[src/rtl/synapse_conductance.sv]
// ============================================================================
// Module   : synapse_conductance
// Purpose  : Per-synapse conductance state. Decays gsyn once per tick and adds
//            incoming spike weights with saturation to [0, 2^(W-1)-1].
// Options  : SYNAPSE_CONDUCTANCE_OVERRUN_EN builds the sticky tick_overrun flag.
// Revision : 1.0 - initial release
// ============================================================================
`default_nettype none

module synapse_conductance #(
    parameter int             W          = 16,
    parameter logic [W-1:0]   GSYN_RESET = '0
) (
    input  logic                clk,
    input  logic                reset,
    input  logic                tick,
    input  logic [W-1:0]        decay,
    input  logic                spike_valid,
    input  logic signed [W-1:0] spike_weight,
    output logic                spike_ready,
    output logic [W-1:0]        gsyn,
    output logic                gsyn_update,
    output logic                tick_overrun
);

    localparam logic [0:0] S_IDLE  = 1'b0;
    localparam logic [0:0] S_DECAY = 1'b1;

    localparam logic signed [W+1:0] c_GMAX = {3'b000, {(W-1){1'b1}}};

    logic [0:0]          r_state;
    logic [W-1:0]        r_gsyn;
    logic [2*W-1:0]      r_prod;
    logic signed [W-1:0] r_pend;
    logic                r_tick_pend;
    logic                r_gsyn_update;

    logic                w_hs;
    logic                w_tick_req;
    logic signed [W+1:0] w_add_sum;
    logic signed [W+1:0] w_dec_sum;

    // W+2 bits hold both the positive overflow and the negative underflow.
    function automatic logic [W-1:0] sat(input logic signed [W+1:0] x);
        if (x < 0)
            sat = '0;
        else if (x > c_GMAX)
            sat = c_GMAX[W-1:0];
        else
            sat = x[W-1:0];
    endfunction

    assign spike_ready = (r_state == S_IDLE);
    assign w_hs        = spike_valid & spike_ready;
    assign w_tick_req  = tick | r_tick_pend;
    assign w_add_sum   = $signed({2'b00, r_gsyn}) + $signed({{2{spike_weight[W-1]}}, spike_weight});
    assign w_dec_sum   = $signed({2'b00, r_prod[2*W-1:W]}) + $signed({{2{r_pend[W-1]}}, r_pend});

    always_ff @(posedge clk or posedge reset) begin
        if (reset) begin
            r_state       <= S_IDLE;
            r_gsyn        <= GSYN_RESET;
            r_prod        <= '0;
            r_pend        <= '0;
            r_tick_pend   <= 1'b0;
            r_gsyn_update <= 1'b0;
        end else begin
            r_gsyn_update <= 1'b0;
            case (r_state)
                S_IDLE: begin
                    // A decay request wins; a concurrent spike is added after the decay.
                    if (w_tick_req) begin
                        r_prod      <= {{W{1'b0}}, r_gsyn} * {{W{1'b0}}, decay};
                        r_tick_pend <= 1'b0;
                        r_pend      <= w_hs ? spike_weight : '0;
                        r_state     <= S_DECAY;
                    end else if (w_hs) begin
                        r_gsyn <= sat(w_add_sum);
                    end
                end
                S_DECAY: begin
                    r_gsyn        <= sat(w_dec_sum);
                    r_pend        <= '0;
                    r_gsyn_update <= 1'b1;
                    r_state       <= S_IDLE;
                    if (tick)
                        r_tick_pend <= 1'b1;
                end
                default: r_state <= S_IDLE;
            endcase
        end
    end

`ifdef SYNAPSE_CONDUCTANCE_OVERRUN_EN
    logic r_tick_overrun;

    // A tick landing while one is already pending is dropped.
    always_ff @(posedge clk or posedge reset) begin
        if (reset)
            r_tick_overrun <= 1'b0;
        else if (tick && r_tick_pend)
            r_tick_overrun <= 1'b1;
    end

    assign tick_overrun = r_tick_overrun;
`else
    assign tick_overrun = 1'b0;
`endif

    assign gsyn        = r_gsyn;
    assign gsyn_update = r_gsyn_update;

endmodule

`default_nettype wire

[config.mk]
export PLATFORM = sky130hd
export DESIGN_NAME = synapse_conductance
export DESIGN_NICKNAME = d
export VERILOG_FILES = /design/src/rtl/synapse_conductance.sv
export SDC_FILE = /design/constraint.sdc
export NUM_CORES = 1
export LEC_CHECK = 0
export CORE_ASPECT_RATIO = 1.4
export CORE_UTILIZATION = 45
export CTS_BUF_LIST = sky130_fd_sc_hd__clkbuf_8
export DETAILED_ROUTE_END_ITERATION = 8
export RECOVER_POWER = 50
export SLEW_MARGIN = 40
export SYNTH_ARGS = -nofsm -noshare
export SYNTH_HDL_FRONTEND = slang
export SYNTH_SLANG_ARGS = --single-unit
export TNS_END_PERCENT = 1
[constraint.sdc]
create_clock -name clk -period 8 [get_ports clk]
set_input_delay 1.2 -clock clk [delete_from_list [all_inputs] [get_ports clk]]
set_output_delay 1.2 -clock clk [all_outputs]
set_load 0.005 [all_outputs]
==> impl_metrics.py <==
metrics = {
    "route": {
        "drt-initial-drc-count": 437,
        "vias": 9339,
        "wl_mm": 30.4,
        "ant_nets": 0,
        "avgViaCountPerCell": 5.53,
        "drc": 10,
        "wl_per_cell_um": 18.0,
        "dr.pass1.iters": 7,
    },
    "timing": {
        "finalCritPeriodShare_pct": 94.9,
        "setup_viol": 0,
        "period_needed_ps": 7590,
        "tns_ps": 0,
        "hold_viol_final": 0,
        "relSlewSlack_pct": -92.6,
        "hold-worst-slack_ps": 505,
        "finClkSkew_ps": 12.5,
        "grt_setup_unrepaired": "false",
        "worstMarginPinSlew_ps": 2890,
        "drv_slew": 84,
        "fmax_mhz": 132,
    },
    "synthesis": {
        "ys_seq_area_share_pct": 10.9,
        "ys_top_cells_by_area": "fa_1 (33%), ha_1 (14%), dfrtp_1 (11%)",
        "syn_nets": 1692,
        "netlist-cell-type-count": 62,
        "avgSynthCellArea_um2": 8.83,
        "synth_async_sr_flop_share_pct": 100,
        "synth.cell_area_um2": 11700,
        "synth_top_area_share_pct": 33.4,
        "synth_area_leader_cell": "fa_1",
        "synth_seq_cells": 51,
        "syn-instance-count": 1326,
        "synth_edf_count": 0,
        "yosys_warnings": 0,
        "synth_flop_cell": "dfrtp_1",
    },
    "critical_path": {
        "cp.arrival_ps": 7830,
        "critPathLaunchType": "input port",
        "critPathKind": "in2reg",
        "critPathMaxStageDelay_ps": 610,
        "worst-path-max-fanout": 11,
        "critPathSlowestCell": "clkdlybuf4s50_1",
        "crit_top_cell": "fa_1",
        "worstPathCellList": "clkdlybuf4s50_1, and2_1, fa_1, inv_1, fa_1, fa_1, inv_1, fa_1, fa_1, inv_1, fa_1, inv_1, ha_1, a2111oi_2, o21ai_1, o211ai_1, o21ai_1, or4_4, and3b_1, or4_1, a31oi_1",
        "crit_path_end_kind": "flop",
        "required_ps": 8240,
    },
    "clock_tree": {
        "hold_buffers": 0,
        "cts_resized": 0,
        "cts_sinks": 51,
        "cts_root_buf": "clkbuf_8",
        "postCtsSetupBuffers": 0,
        "clockBufferDepth": 2,
        "cts_tree": "done",
        "htreeDepth": 2,
        "numCtsBuffers": 5,
        "clk_latency_ps": 320,
        "clk_pin_slew_ps": 100,
    },
    "grt": {
        "grt.total_usage_pct": 24.3,
        "grt-ovfl-total": 0,
        "grt_pass1_wl_mm": 50.8,
        "grt_max_degree": 52,
        "grt_pass1_vias": 9972,
        "antenna_found_initial": 0,
    },
    "floorplan": {
        "die_y_um": 193,
        "coreArea_um2": 25500,
        "row_count": 69,
        "io_pins": 55,
        "die-area_um2": 26700,
        "start_util_pct": 45.9,
        "die_w_um": 138,
    },
    "layout": {
        "final_common_cell": "inv_1",
        "syn2layout_area_growth_pct": 9.37,
        "antennaDiodeCount": 0,
        "fin_area_um2": 12800,
        "final_cell_mix": "inv_1 (227), nand2_1 (197), fa_1 (195)",
        "stdcell_count": 1689,
        "layout-drive-gt1-share_pct": 3.65,
        "nets": 1735,
    },
    "placement": {
        "placedCellCount": 1681,
        "dp_hpwl_mm": 25.4,
        "place.gp.congestion": 0.930,
        "portBuffers": 53,
        "placed_cell_area_um2": 12700,
    },
    "status": {
        "status": "complete, but fails checks",
        "violations": "DRC, capacitance limit, slew limit",
    },
    "job": {
        "drv_cap": 2,
    },
    "worst_hold_path": {
        "hold_path.class": "reg2reg",
    },
}
==> Yosys cell counts, types with 3 or more instances <==
master       n
inv_1      228
o31ai_1      8
nor2_1      32
nand4_1      8
a22oi_1     13
ha_1       135
o21bai_1     4
fa_1       195
and3_1       6
a21oi_1     41
nor2b_1      3
xnor2_1     19
clkbuf_1    42
a22o_1      17
nand3_1     25
buf_2        3
a211oi_1    10
nand2b_1     3
a21o_1      18
o21a_1       9
nor3_1       9
xor2_1      12
or3_1        3
a31oi_1      5
a2111oi_0    4
nand2_1    197
and2_1     118
dfrtp_1     51
o21ai_0     54
a211o_1      5
o211ai_1     7
==> layer usage <==
layer	vias to the layer above	routed length, um	track usage, %
met5	-	0	0
met4	0	1110	9.33
met3	61	809	1.46
met2	180	16100	46.1
met1	4740	12400	28.9
li1	4358	-	-
==> flip-flops by register name, indices dropped and copies added, names as in the netlist <==
register and cells:
gsyn 16, gsyn_update 1, r_pend 16, r_prod 16
r_state 1, r_tick_pend 1
==> area by class of cell <==
cell class / instances / area (um^2)
Clock inverter: 3 / 47.5
Tap cell: 319 / 399
Clock buffer: 5 / 68.8
Timing Repair Buffer: 82 / 737
Sequential cell: 51 / 1280
Fill cell: 2454 / 12700
Inverter: 228 / 856
Multi-Input combinational cell: 1001 / 9410
==> kinds of logic after synthesis <==
family | count (synthesis) | synth area share [%]
xor gates and xnor gates | 31 | 2.32
and+or+nand+nor | 418 | 17.3
muxes | 3 | 0.267
other | 1 | 0.0320
buffers and inverters | 274 | 8.85
adders and majority gates | 330 | 47.8
DFF | 51 | 10.9
AOI/OAI and AO/OA | 218 | 12.5
==> final timing paths <==
| check | start | endpoint | slack [ps] | cells after the start |
|---|---|---|---|---|
| max in group asynchronous | reset | gsyn[9] | 3760 | 3 |
| worst max register to register | gsyn[10] | r_prod[31] | 1010 | 19 |
| worst min register to register | r_prod[30] | r_prod[30] | 500 | 2 |
| worst max-delay path | decay[4] | r_prod[31] | 410 | 21 |
| worst min-delay path | r_prod[30] | r_prod[30] | 500 | 2 |
| min in group asynchronous | reset | r_pend[5] | 2400 | 3 |
==> worst max-delay path, delay by kind of cell <==
family          cells  cell delay, ps
fa+ha+maj           7            3360
simple gates        4            1500
compound gates      5             940
buf+inv             5             810
==> stage by stage <==
step / setup WS, ps / util, %
after floorplan: 1070 / -
after global placement: 258 / 49.8
after detailed placement: 105 / 49.9
after CTS: 429 / 50.3
after global routing: 139 / 50.3
final: 408 / 50.3
Power is left out: the tool's default activity adds up to more than one toggle a clock period on the data nets, which glitch-free logic cannot reach.
==> RTL change, RTL diff (config.mk and constraints unchanged) <==
Build with the macro `SYNAPSE_CONDUCTANCE_OVERRUN_EN` defined.
--- a/src/rtl/synapse_conductance.sv
+++ b/src/rtl/synapse_conductance.sv
@@ -6,6 +6,8 @@
 // Revision : 1.0 - initial release
 // ============================================================================
 `default_nettype none
+
+`define SYNAPSE_CONDUCTANCE_OVERRUN_EN
 
 module synapse_conductance #(
     parameter int             W          = 16,
Function: changed (Yosys sat finds a counterexample within 4 cycles, from zero or initial values and one cycle with reset high).
==> RTL change against the original RTL <==
The flow finishes with violations (max-capacitance violations, max-slew violations); design area is 1.2% lower; synthesized area is 0.43% lower; sequential share of layout area is 0.32 points higher; routed wire length is 3.8% lower; sequential cell count is 1 higher; non-clock buffer count is 13 lower; setup slack better by 0.31 ns; critical path type unchanged.
Power is left out: the tool's default activity adds up to more than one toggle a clock period on the data nets, which glitch-free logic cannot reach.
==> RTL change: results (changes against the original RTL) <==
status=finished, violations left; failing checks=max-capacitance violations, max-slew violations; Max-slew headroom=-98.02% (-5.4 points); Critical R2R Capture=r_prod[22]; Post-synth top cells=inv_1 (233), fa_1 (195), nand2_1 (194); Slew Limit Fails=53 (-37%); comb_multi_in=989 (-1.2%); Vias/cell=5.470 (-1.1%); Initial DRT Pass Iterations=5 (-2); distinct cell type count after synthesis=54 (-13%); gr usage total=23.50% (-0.84 points); Reg2Reg Setup Slack=1.74 ns (+0.73 ns); reg2reg start=gsyn[9]; Fillers=2,542 (+3.6%); largest net degree at the start of global routing=53 (+1.9%); Seq area share=10.32% (+0.32 points); Syn Inst Count=1,321 (-0.38%); # placed instances=1,662 (-1.1%); footprint of the multi-input gates=0.009311 sq mm (-1.1%); share of cells above drive strength 1=2.591% (-1.1 points); Post-Synth Adder-Cell Area=48.00% (+0.21 points); MaxCap Viol Count=1 (-1); GR met3 Demand/Resource=1.439% (-0.025 points); sequential area share after synthesis=11.17% (+0.26 points); Vias=9,135 (-2.2%); routed length on met3=844 um (+4.3%); Hold Crit Start=tick_overrun; mux contribution to synthesized area=0.3543% (+0.087 points); dpl hpwl=23,990 um (-5.7%); port buffer count=54 (+1.9%); WL met1=11,410 um (-7.7%); Non-clock buffer share=5.103% (-0.65 points); post-synthesis compound-gate area fraction=12.14% (-0.40 points); Initial DRC Count=354 (-19%); CP arrival=7.49 ns (-0.34 ns); met2 usage in global routing=44.58% (-1.6 points); Non-clock buffers=69 (-16%); routability cong.=0.8524 (-8.4%)
==> RTL change: cell count changes after synthesis, sizes merged, moves of 5 or more <==
| cell | before | now |
|---|---|---|
| nand3 | 25 | 20 |
| inv | 228 | 233 |
| a21o | 18 | 11 |
| o22ai | 0 | 5 |
| a21oi | 41 | 48 |
| and2 | 118 | 113 |
| a2111oi | 5 | 0 |
| xnor2 | 19 | 27 |
| o21ai | 56 | 65 |
| o21bai | 4 | 10 |
| a22oi | 13 | 0 |
==> RTL change: worst max-delay path by stage <==
stage | start | to | slack (ns) | cells past startpoint
after floorplan | decay[1] | r_prod[22] | 1.34 | 20
after global routing | decay[4] | r_prod[22] | 0.39 | 21
after CTS | decay[4] | r_prod[22] | 0.74 | 21
after detailed placement | decay[4] | r_prod[22] | 0.41 | 21
after global placement | decay[4] | r_prod[22] | 0.52 | 21
final | decay[4] | r_prod[22] | 0.72 | 21
